File: config.mk
export PLATFORM = sky130hd
export DESIGN_NAME = conv_scan_scheduler
export DESIGN_NICKNAME = d
export VERILOG_FILES = /design/src/rtl/scan_pkg.sv /design/src/rtl/pad_axis_counter.sv /design/src/rtl/conv_scan_scheduler.sv
export SDC_FILE = /design/constraint.sdc
export NUM_CORES = 1
export LEC_CHECK = 0
export BUFFER_PORTS_ARGS = -buffer_cell sky130_fd_sc_hd__buf_2
export CAP_MARGIN = 30
export CORE_ASPECT_RATIO = 0.75
export CORE_MARGIN = 2
export CORE_UTILIZATION = 25
export DETAILED_ROUTE_END_ITERATION = 10
export MAX_ROUTING_LAYER = met4
export PLACE_DENSITY = 0.42
export SKIP_CTS_REPAIR_TIMING = 1
export SLEW_MARGIN = 40
export SYNTH_ARGS = -nofsm -noshare
export SYNTH_HDL_FRONTEND = slang
export SYNTH_SLANG_ARGS = --single-unit
File: constraint.sdc
create_clock -name clk -period 4.4 [get_ports clk]
set_clock_uncertainty 0.1 [all_clocks]
set_input_delay 0.22 -clock clk [delete_from_list [all_inputs] [get_ports clk]]
set_output_delay 0.22 -clock clk [all_outputs]
set_load 0.03 [all_outputs]
File: src/rtl/scan_pkg.sv
// Shared types and constants for the padded convolution scan scheduler.
package scan_pkg;

    localparam int unsigned COORD_W   = 15;
    localparam int unsigned IMG_W_DEF = 640;
    localparam int unsigned IMG_H_DEF = 640;

    typedef enum logic [1:0] {
        ST_IDLE = 2'd0,
        ST_GAP  = 2'd1,
        ST_SCAN = 2'd2,
        ST_DONE = 2'd3
    } state_e;

    // Map a padded index 0..n+1 onto the unpadded range 0..n-1 (border replicates the edge).
    function automatic logic [COORD_W-1:0] clamp_idx(input logic [COORD_W-1:0] p,
                                                      input int unsigned       n);
        if (p == '0) begin
            return '0;
        end else if (p == COORD_W'(n + 1)) begin
            return COORD_W'(n - 1);
        end else begin
            return p - COORD_W'(1);
        end
    endfunction

endpackage

File: src/rtl/pad_axis_counter.sv
// One axis of the padded scan: index 0..N+1 with first/last decode and clamped coordinate.
module pad_axis_counter
    import scan_pkg::*;
#(
    parameter int unsigned N = 4
) (
    input  logic               clk,
    input  logic               reset,
    input  logic               clr,
    input  logic               inc,
    output logic               last_c,
    output logic               first_nxt_c,
    output logic               last_nxt_c,
    output logic [COORD_W-1:0] clamp_nxt_c
);

    localparam logic [COORD_W-1:0] LAST_IDX = COORD_W'(N + 1);

    logic [COORD_W-1:0] idx_q;
    logic [COORD_W-1:0] idx_d;

    // Next index: clear wins, increment wraps after the trailing pad position.
    always_comb begin
        idx_d = idx_q;
        if (clr) begin
            idx_d = '0;
        end else if (inc) begin
            idx_d = (idx_q == LAST_IDX) ? '0 : idx_q + COORD_W'(1);
        end
    end

    // Index register with synchronous active-low reset.
    always_ff @(posedge clk) begin
        if (!reset) begin
            idx_q <= '0;
        end else begin
            idx_q <= idx_d;
        end
    end

    assign last_c      = (idx_q == LAST_IDX);
    assign first_nxt_c = (idx_d == '0);
    assign last_nxt_c  = (idx_d == LAST_IDX);
    assign clamp_nxt_c = clamp_idx(idx_d, N);

endmodule

File: src/rtl/conv_scan_scheduler.sv
// Raster scheduler for a 1-pixel padded frame; every output is a flop.
// Optional feature: define SCAN_ABORT_EN to add the abort input.
module conv_scan_scheduler
    import scan_pkg::*;
#(
    parameter int unsigned IMG_W = IMG_W_DEF,
    parameter int unsigned IMG_H = IMG_H_DEF
) (
    input  logic               clk,
    input  logic               reset,
    input  logic               start,
`ifdef SCAN_ABORT_EN
    input  logic               abort,
`endif
    input  logic               out_ready,
    output logic               pix_valid,
    output logic [COORD_W-1:0] col,
    output logic [COORD_W-1:0] row,
    output logic               pad_left,
    output logic               pad_right,
    output logic               pad_top,
    output logic               pad_bottom,
    output logic               row_start,
    output logic               busy,
    output logic               done
);

    state_e state_q, state_d;

    logic               col_inc_c, row_inc_c, clr_c;
    logic               col_last_c, row_last_c;
    logic               col_first_nxt_c, col_last_nxt_c, row_first_nxt_c, row_last_nxt_c;
    logic [COORD_W-1:0] col_nxt_c, row_nxt_c;

    logic               pix_valid_q, pix_valid_d;
    logic [COORD_W-1:0] col_q, col_d, row_q, row_d;
    logic               pad_left_q, pad_left_d, pad_right_q, pad_right_d;
    logic               pad_top_q, pad_top_d, pad_bottom_q, pad_bottom_d;
    logic               row_start_q, row_start_d, busy_q, busy_d, done_q, done_d;

    pad_axis_counter #(.N(IMG_W)) u_col_cnt (
        .clk         (clk),
        .reset       (reset),
        .clr         (clr_c),
        .inc         (col_inc_c),
        .last_c      (col_last_c),
        .first_nxt_c (col_first_nxt_c),
        .last_nxt_c  (col_last_nxt_c),
        .clamp_nxt_c (col_nxt_c)
    );

    pad_axis_counter #(.N(IMG_H)) u_row_cnt (
        .clk         (clk),
        .reset       (reset),
        .clr         (clr_c),
        .inc         (row_inc_c),
        .last_c      (row_last_c),
        .first_nxt_c (row_first_nxt_c),
        .last_nxt_c  (row_last_nxt_c),
        .clamp_nxt_c (row_nxt_c)
    );

    // State transitions and counter control; a beat is accepted only while scanning with out_ready.
    always_comb begin
        logic accept;
        state_d   = state_q;
        accept    = (state_q == ST_SCAN) && out_ready;
        col_inc_c = accept;
        row_inc_c = accept && col_last_c && !row_last_c;
        clr_c     = accept && col_last_c && row_last_c;
        unique case (state_q)
            ST_IDLE: if (start) state_d = ST_GAP;
            ST_GAP:  state_d = ST_SCAN;
            ST_SCAN: if (accept && col_last_c) state_d = row_last_c ? ST_DONE : ST_GAP;
            ST_DONE: state_d = ST_IDLE;
            default: state_d = ST_IDLE;
        endcase
`ifdef SCAN_ABORT_EN
        if (abort && (state_q == ST_GAP || state_q == ST_SCAN)) begin
            state_d   = ST_IDLE;
            col_inc_c = 1'b0;
            row_inc_c = 1'b0;
            clr_c     = 1'b1;
        end
`endif
    end

    // Output flop inputs decoded from next state and next counter values.
    always_comb begin
        pix_valid_d  = (state_d == ST_SCAN);
        row_start_d  = (state_d == ST_GAP);
        busy_d       = (state_d != ST_IDLE);
        done_d       = (state_d == ST_DONE);
        col_d        = col_nxt_c;
        row_d        = row_nxt_c;
        pad_left_d   = pix_valid_d && col_first_nxt_c;
        pad_right_d  = pix_valid_d && col_last_nxt_c;
        pad_top_d    = pix_valid_d && row_first_nxt_c;
        pad_bottom_d = pix_valid_d && row_last_nxt_c;
    end

    // State and output registers with synchronous active-low reset.
    always_ff @(posedge clk) begin
        if (!reset) begin
            state_q      <= ST_IDLE;
            pix_valid_q  <= 1'b0;
            col_q        <= '0;
            row_q        <= '0;
            pad_left_q   <= 1'b0;
            pad_right_q  <= 1'b0;
            pad_top_q    <= 1'b0;
            pad_bottom_q <= 1'b0;
            row_start_q  <= 1'b0;
            busy_q       <= 1'b0;
            done_q       <= 1'b0;
        end else begin
            state_q      <= state_d;
            pix_valid_q  <= pix_valid_d;
            col_q        <= col_d;
            row_q        <= row_d;
            pad_left_q   <= pad_left_d;
            pad_right_q  <= pad_right_d;
            pad_top_q    <= pad_top_d;
            pad_bottom_q <= pad_bottom_d;
            row_start_q  <= row_start_d;
            busy_q       <= busy_d;
            done_q       <= done_d;
        end
    end

    assign pix_valid  = pix_valid_q;
    assign col        = col_q;
    assign row        = row_q;
    assign pad_left   = pad_left_q;
    assign pad_right  = pad_right_q;
    assign pad_top    = pad_top_q;
    assign pad_bottom = pad_bottom_q;
    assign row_start  = row_start_q;
    assign busy       = busy_q;
    assign done       = done_q;

endmodule

---- After elaboration in Yosys (flattened, before gate mapping) ----
Index checks and enable logic that the tools add are counted.
word-level totals
  register bits after elaboration ......... 70
  latch bits .............................. 0
  bits in writable memories ............... 0
  memory bits (read-only) ................. 0
  bits of input ports ..................... 4
  output and inout port bits .............. 38
  memories ................................ 0
cells by class
  add/subtract/negate cells ............... 4
  $mul .................................... 0
  divide/modulo/power cells ............... 0
  magnitude comparators ................... 0
  eq/ne operators ......................... 10
  shift operators ......................... 0
  multiplexer cells ....................... 12
  bitwise gates (word level) .............. 1
  reductions and logical operators ........ 17
operators by type and width
  operator                                                                  number
  15-bit two-way mux                                                        6
  15-bit by 10-bit equality test with 1-bit output (second input constant)  4
  15-bit by 1-bit adder with 15-bit output (second input constant)          2
  15-bit logical NOT                                                        2
  15-bit by 1-bit subtractor with 15-bit output (second input constant)     2
  10-bit two-way mux                                                        2
  2-bit equality test (second input constant)                               4
  1-bit logical AND                                                         8
  2-bit case mux with 4 select lines                                        1
  2-bit two-way mux                                                         3
  3-bit OR reduction                                                        2
  2-bit by 1-bit equality test with 1-bit output (second input constant)    2
  2-bit OR reduction                                                        2
  2-bit logical NOT                                                         1
  2-bit nonzero test                                                        1
  1-bit logical NOT                                                         1
  1-bit inverter                                                            1

---- Longest topological paths before layout ----
  depth in word-level cells ............... 8
  depth in mapped cells ................... 14

---- Hierarchy ----
Synthesis repeated with hierarchy kept, for this count alone.
second synthesis, totals
  cell total of the unflattened synthesis .. 480
  area, all modules ....................... 4211.5 sq um
modules (own cells, without submodules)
  module                         instances  cells each  area each (sq um)  sequential area each (sq um)
  pad_axis_counter at u_col_cnt  1          181         1535.2             300.3
  pad_axis_counter at u_row_cnt  1          194         1495.2             300.3
  conv_scan_scheduler            1          105         1181.1             800.8

---- Least setup slack after synthesis ----
OpenSTA, ideal clock, no wires.
  path kind ............................... register -> register
  start ................................... register u_col_cnt.idx_q[0]
  end ..................................... register row_q[14] (netlist: row[14])
  library setup time ...................... 0.138 ns
  arrival time ............................ 3.002 ns
  setup slack ............................. 1.160 ns
  cell stages (with the launch flop) ...... 12
  buffers on the path ..................... 1
  cells stage by stage .................... dfxtp_1 > ha_1 > nor4b_2 > and4_1 > clkbuf_1 > nand2_1 > a21boi_0 > ha_1 > inv_1 > or3_1 > a211oi_2 > nor4_1
between the ends
  word-level cells in the longest chain between the ends .. 7
  elaborated cells between the ends (all ways) .. 10
  those cells by class .................... add/sub (1); eq/ne (2); mux (2); reduce/logical (5)
RTL lines
  element                                                                                                RTL line                                              source
  start: declaration                                                                                     pad_axis_counter.sv:19                                logic [COORD_W-1:0] idx_q;
  start signal: assignment                                                                               pad_axis_counter.sv:37                                idx_q <= idx_d;
  15-bit by 10-bit equality test with 1-bit output *                                                     pad_axis_counter.sv:41                                assign last_c = (idx_q == LAST_IDX);
  1-bit logical AND *                                                                                    conv_scan_scheduler.sv:69, conv_scan_scheduler.sv:70
  1-bit logical AND                                                                                      conv_scan_scheduler.sv:69                             row_inc_c = accept && col_last_c && !row_last_c;
  15-bit two-way mux                                                                                     pad_axis_counter.sv:27                                end else if (inc) begin
  15-bit two-way mux *                                                                                   pad_axis_counter.sv:25                                if (clr) begin
  parallel branches: the longest is 2 deep, another holds 15-bit by 1-bit subtractor with 15-bit output  n/a
  end signal: assignment                                                                                 conv_scan_scheduler.sv:120                            row_q <= row_d;
  end: declaration                                                                                       conv_scan_scheduler.sv:36                             logic [COORD_W-1:0] col_q, col_d, row_q, row_d;
Mark *: on every way between the ends.
A chain may end at the register's enable or synchronous reset.

---- Final worst setup path ----
Ends and elaborated chain as after synthesis.

==> insert_results.sql <==
INSERT INTO impl_metrics (metric_group, metric, value, unit) VALUES
('outcome', 'outcome', 'finished clean', ''),
('synthesis', 'ys_warn_count', '0', ''),
('grt', 'vias_in_the_first_global_route', '3290', ''),
('worst_setup_path', 'reg2reg_from', 'u_col_cnt.idx_q[0]$_SDFF_PN0_', ''),
('worst_setup_path', 'worst_path_max_delay_cell', 'sky130_fd_sc_hd__and4_1', ''),
('clock_network', 'cts_inserted_buffers', '9', ''),
('synthesis', 'syn-instance-count', '446', ''),
('synthesis', 'synth-seq-cells', '70', ''),
('timing', 'max_freq', '268', 'MHz'),
('final_layout', 'layout-drive-gt1-share', '0.195', ''),
('worst_setup_path', 'critPathKind', 'reg -> reg', ''),
('routing', 'drc', '0', ''),
('final_layout', 'num-fill-cells', '1641', ''),
('floorplanning', 'fp.dieArea', '16200', 'um^2'),
('place', 'dp_hpwl', '8190', 'um'),
('clock_network', 'worst_skew_pair.late_latency', '0.35', 'ns'),
('worst_setup_path', 'crit_path_cell_trace', 'ha_1, nor4b_2, and4_1, nand2_1, a21boi_0, ha_1, inv_1, or3_1, a211oi_2, nor4_1', ''),
('worst_setup_path', 'setup.reg_to_reg.worst_slack', '0.66', 'ns'),
('worst_setup_path', 'r2r.worst_path.cells', '10', ''),
('final_layout', 'insertedDiodeCount', '0', ''),
('synthesis', 'netlist_area', '3800', 'um^2'),
('synthesis', 'synth_top_flop_cell', 'sky130_fd_sc_hd__dfxtp_1', ''),
('worst_setup_path', 'setup.worst_path.end', 'row[14]$_SDFF_PP0_', ''),
('final_layout', 'final_nets', '500', ''),
('synthesis', 'synth_enable_flop_cells', '0', ''),
('synthesis', 'post-synth-top-area-fraction', '0.368', ''),
('clock_network', 'path_clk_slew', '0.06', 'ns'),
('synthesis', 'seq_area_frac_synth', '0.368', ''),
('routing', 'drt_first_pass_iters', '5', ''),
('grt', 'largest_net_degree_at_the_start_of_global_routing', '30', ''),
('routing', 'routed_len_inst', '16.0', 'um'),
('power_and_ir_drop', 'p_leak', '1.85', 'nW'),
('worst_setup_path', 'worst-path-max-fanout', '12', ''),
('final_layout', 'final-seq-area', '1400', 'um^2'),
('worst_setup_path', 'setup.worst_path.start_class', 'flip-flop', ''),
('routing', 'detailroute.via_count', '3422', ''),
('timing', 'fin_crit', '3.74', 'ns'),
('timing', 'setup_viol', '0', ''),
('place', 'io_buffers', '41', ''),
('clock_network', 'cts.htree.levels', '3', ''),
('power_and_ir_drop', 'ir_drop', '187', 'uV'),
('timing', 'timing_worst_slew_pin_value', '0.706', 'ns'),
('timing', 'post-route-period-util', '0.849', ''),
('synthesis', 'synth_cell_type_count', '64', ''),
('floorplanning', 'chipHeight', '111', 'um'),
('clock_network', 'tritoncts', 'done', ''),
('timing', 'slew_headroom', '0.527', ''),
('grt', 'antenna_found_initial', '0', ''),
('clock_network', 'cts.path.max_buffers', '2', ''),
('worst_setup_path', 'slowest_delay', '0.61', 'ns'),
('worst_setup_path', 'critPathMostFrequentCell', 'sky130_fd_sc_hd__ha_1', ''),
('timing', 'final_hold_vio_count', '0', ''),
('routing', 'wl', '11100', 'um'),
('power_and_ir_drop', 'totalPowerFinal', '1.66', 'mW'),
('place', 'routabilityCongestion', '0.889', ''),
('clock_network', 'clock_root_cell', 'sky130_fd_sc_hd__clkbuf_16', ''),
('worst_setup_path', 'worst-endpoint-arrival', '3.84', 'ns'),
('timing', 'fin_setup_tns', '0', 'ns'),
('power_and_ir_drop', 'pwr_density_cell', '359', 'nW/um^2'),
('timing', 'grt_setup_unrepaired', 'no', ''),
('final_layout', 'multi_input_comb_area', '2230', 'um^2'),
('routing', 'drt-vias-per-instance', '4.91', ''),
('timing', 'final_max_slew_viol_count', '0', ''),
('grt', 'overflow_left_after_global_routing', '0', ''),
('routing', 'drt_iter0_drc', '229', ''),
('worst_setup_path', 'critPathCaptureType', 'flip-flop', ''),
('synthesis', 'async_flop_share', '0', ''),
('grt', 'groute.usage.overall', '0.149', ''),
('flow_run', 'maxCapViolations', '0', ''),
('worst_hold_path', 'holdCritPathClass', 'in -> reg', ''),
('worst_setup_path', 'timing.rr.end', 'row[14]$_SDFF_PP0_', '');
==> cells in the final DEF, fill, tap and decap left out, types with 12 or more instances in the layout <==
master	instances
sky130_fd_sc_hd__nand4_1	16
sky130_fd_sc_hd__xor2_1	16
sky130_fd_sc_hd__nor2_1	56
sky130_fd_sc_hd__buf_2	41
sky130_fd_sc_hd__dfxtp_1	70
sky130_fd_sc_hd__xnor2_1	17
sky130_fd_sc_hd__and2_1	12
sky130_fd_sc_hd__nor4_1	15
sky130_fd_sc_hd__a21oi_1	16
sky130_fd_sc_hd__nor3_1	23
sky130_fd_sc_hd__buf_4	12
sky130_fd_sc_hd__inv_1	14
sky130_fd_sc_hd__nand3_1	17
sky130_fd_sc_hd__nand2_1	21
==> worst min path at each step <==
stage	depth (start not counted)	slack, ns	end	start
3_5_place_dp	2	0.51	u_col_cnt.idx_q[14]$_SDFF_PN0_	u_col_cnt.idx_q[14]$_SDFF_PN0_
2_1_floorplan	2	0.28	col[4]$_SDFF_PP0_	reset
5_1_grt	3	0.19	col[9]$_SDFF_PP0_	reset
4_1_cts	3	0.17	col[9]$_SDFF_PP0_	reset
3_3_place_gp	2	0.50	u_col_cnt.idx_q[14]$_SDFF_PN0_	u_col_cnt.idx_q[14]$_SDFF_PN0_
6_report	3	0.18	col[9]$_SDFF_PP0_	reset
==> metrics by stage <==
stage          setup WS, ns  instance area [um^2]  utilization  hold WS, ns  cells
2_1_floorplan          1.16                  3800            -        0.284    446
3_3_place_gp          0.704                  4240        0.282        0.495    681
3_5_place_dp          0.716                  4240        0.282        0.511    681
4_1_cts               0.677                  4610        0.307        0.174    697
5_1_grt               0.312                  4610        0.307        0.189    697
6_report              0.665                  4610        0.307        0.180    697
==> kinds of logic (layout without fill, tap and decap cells) <==
family,after synthesis,count (layout),synth area share
and+or+nand+nor,208,208,0.298
AOI/OAI and AO/OA,84,84,0.172
DFF,70,70,0.368
buffers and inverters,38,84,0.0457
xor gates and xnor gates,33,33,0.0760
adders and majority gates,9,9,0.0296
muxes,4,4,0.0109
==> metal layers <==
layer,GRT usage,part of all wire,vias up
met5,-,0,-
met4,0.0557,0.015,0
met3,0.0391,0.048,14
met2,0.184,0.38,99
met1,0.224,0.56,1595
li1,-,-,1714
==> cell usage after synthesis (5+ instances only) <==
cell type	number
sky130_fd_sc_hd__dfxtp_1	70
sky130_fd_sc_hd__inv_1	15
sky130_fd_sc_hd__xnor2_1	17
sky130_fd_sc_hd__nand3_1	17
sky130_fd_sc_hd__o21ai_0	9
sky130_fd_sc_hd__a21oi_2	7
sky130_fd_sc_hd__ha_1	9
sky130_fd_sc_hd__a21oi_1	16
sky130_fd_sc_hd__nor3_1	23
sky130_fd_sc_hd__nor2_1	56
sky130_fd_sc_hd__and2_1	12
sky130_fd_sc_hd__nand4_1	16
sky130_fd_sc_hd__nand2_1	21
sky130_fd_sc_hd__or3_1	6
sky130_fd_sc_hd__a211oi_1	7
sky130_fd_sc_hd__xor2_1	16
sky130_fd_sc_hd__nor4_1	15
sky130_fd_sc_hd__or2_2	5
sky130_fd_sc_hd__clkbuf_1	15
==> where the power goes <==
| part | switching, mW | leakage [nW] | internal [mW] | total, mW |
|---|---|---|---|---|
| clock network | 0.304 | 0.176 | 0.614 | 0.918 |
| registers | 0.00442 | 0.566 | 0.645 | 0.650 |
| logic | 0.0613 | 1.10 | 0.0268 | 0.0881 |
| total | 0.370 | 1.85 | 1.29 | 1.66 |
==> critical path, delay by kind of cell (launching register included) <==
| family | cells | cell delay [ns] |
|---|---|---|
| AOI/OAI and AO/OA | 2 | 0.97 |
| DFF | 1 | 0.45 |
| buffers and inverters | 1 | 0.04 |
| and+or+nand+nor | 5 | 1.58 |
| adders and majority gates | 2 | 0.46 |
==> flip-flops by register name (all words and copies together), names as in the netlist <==
register	cells
pix_valid	1
pad_bottom	1
u_col_cnt.idx_q	15
pad_left	1
row	15
row_start	1
pad_right	1
state_q	2
busy	1
u_row_cnt.idx_q	15
col	15
pad_top	1
done	1
==> cell type report <==
class | instances | area share
timing repair buffer | 53 | 0.0641
inverter | 15 | 0.0122
clock inverter | 7 | 0.0315
clock buffer | 9 | 0.0489
tap | 205 | 0.0557
sequential | 70 | 0.304
multi-input combinational | 338 | 0.484
Power figures use the tool's default switching activity.
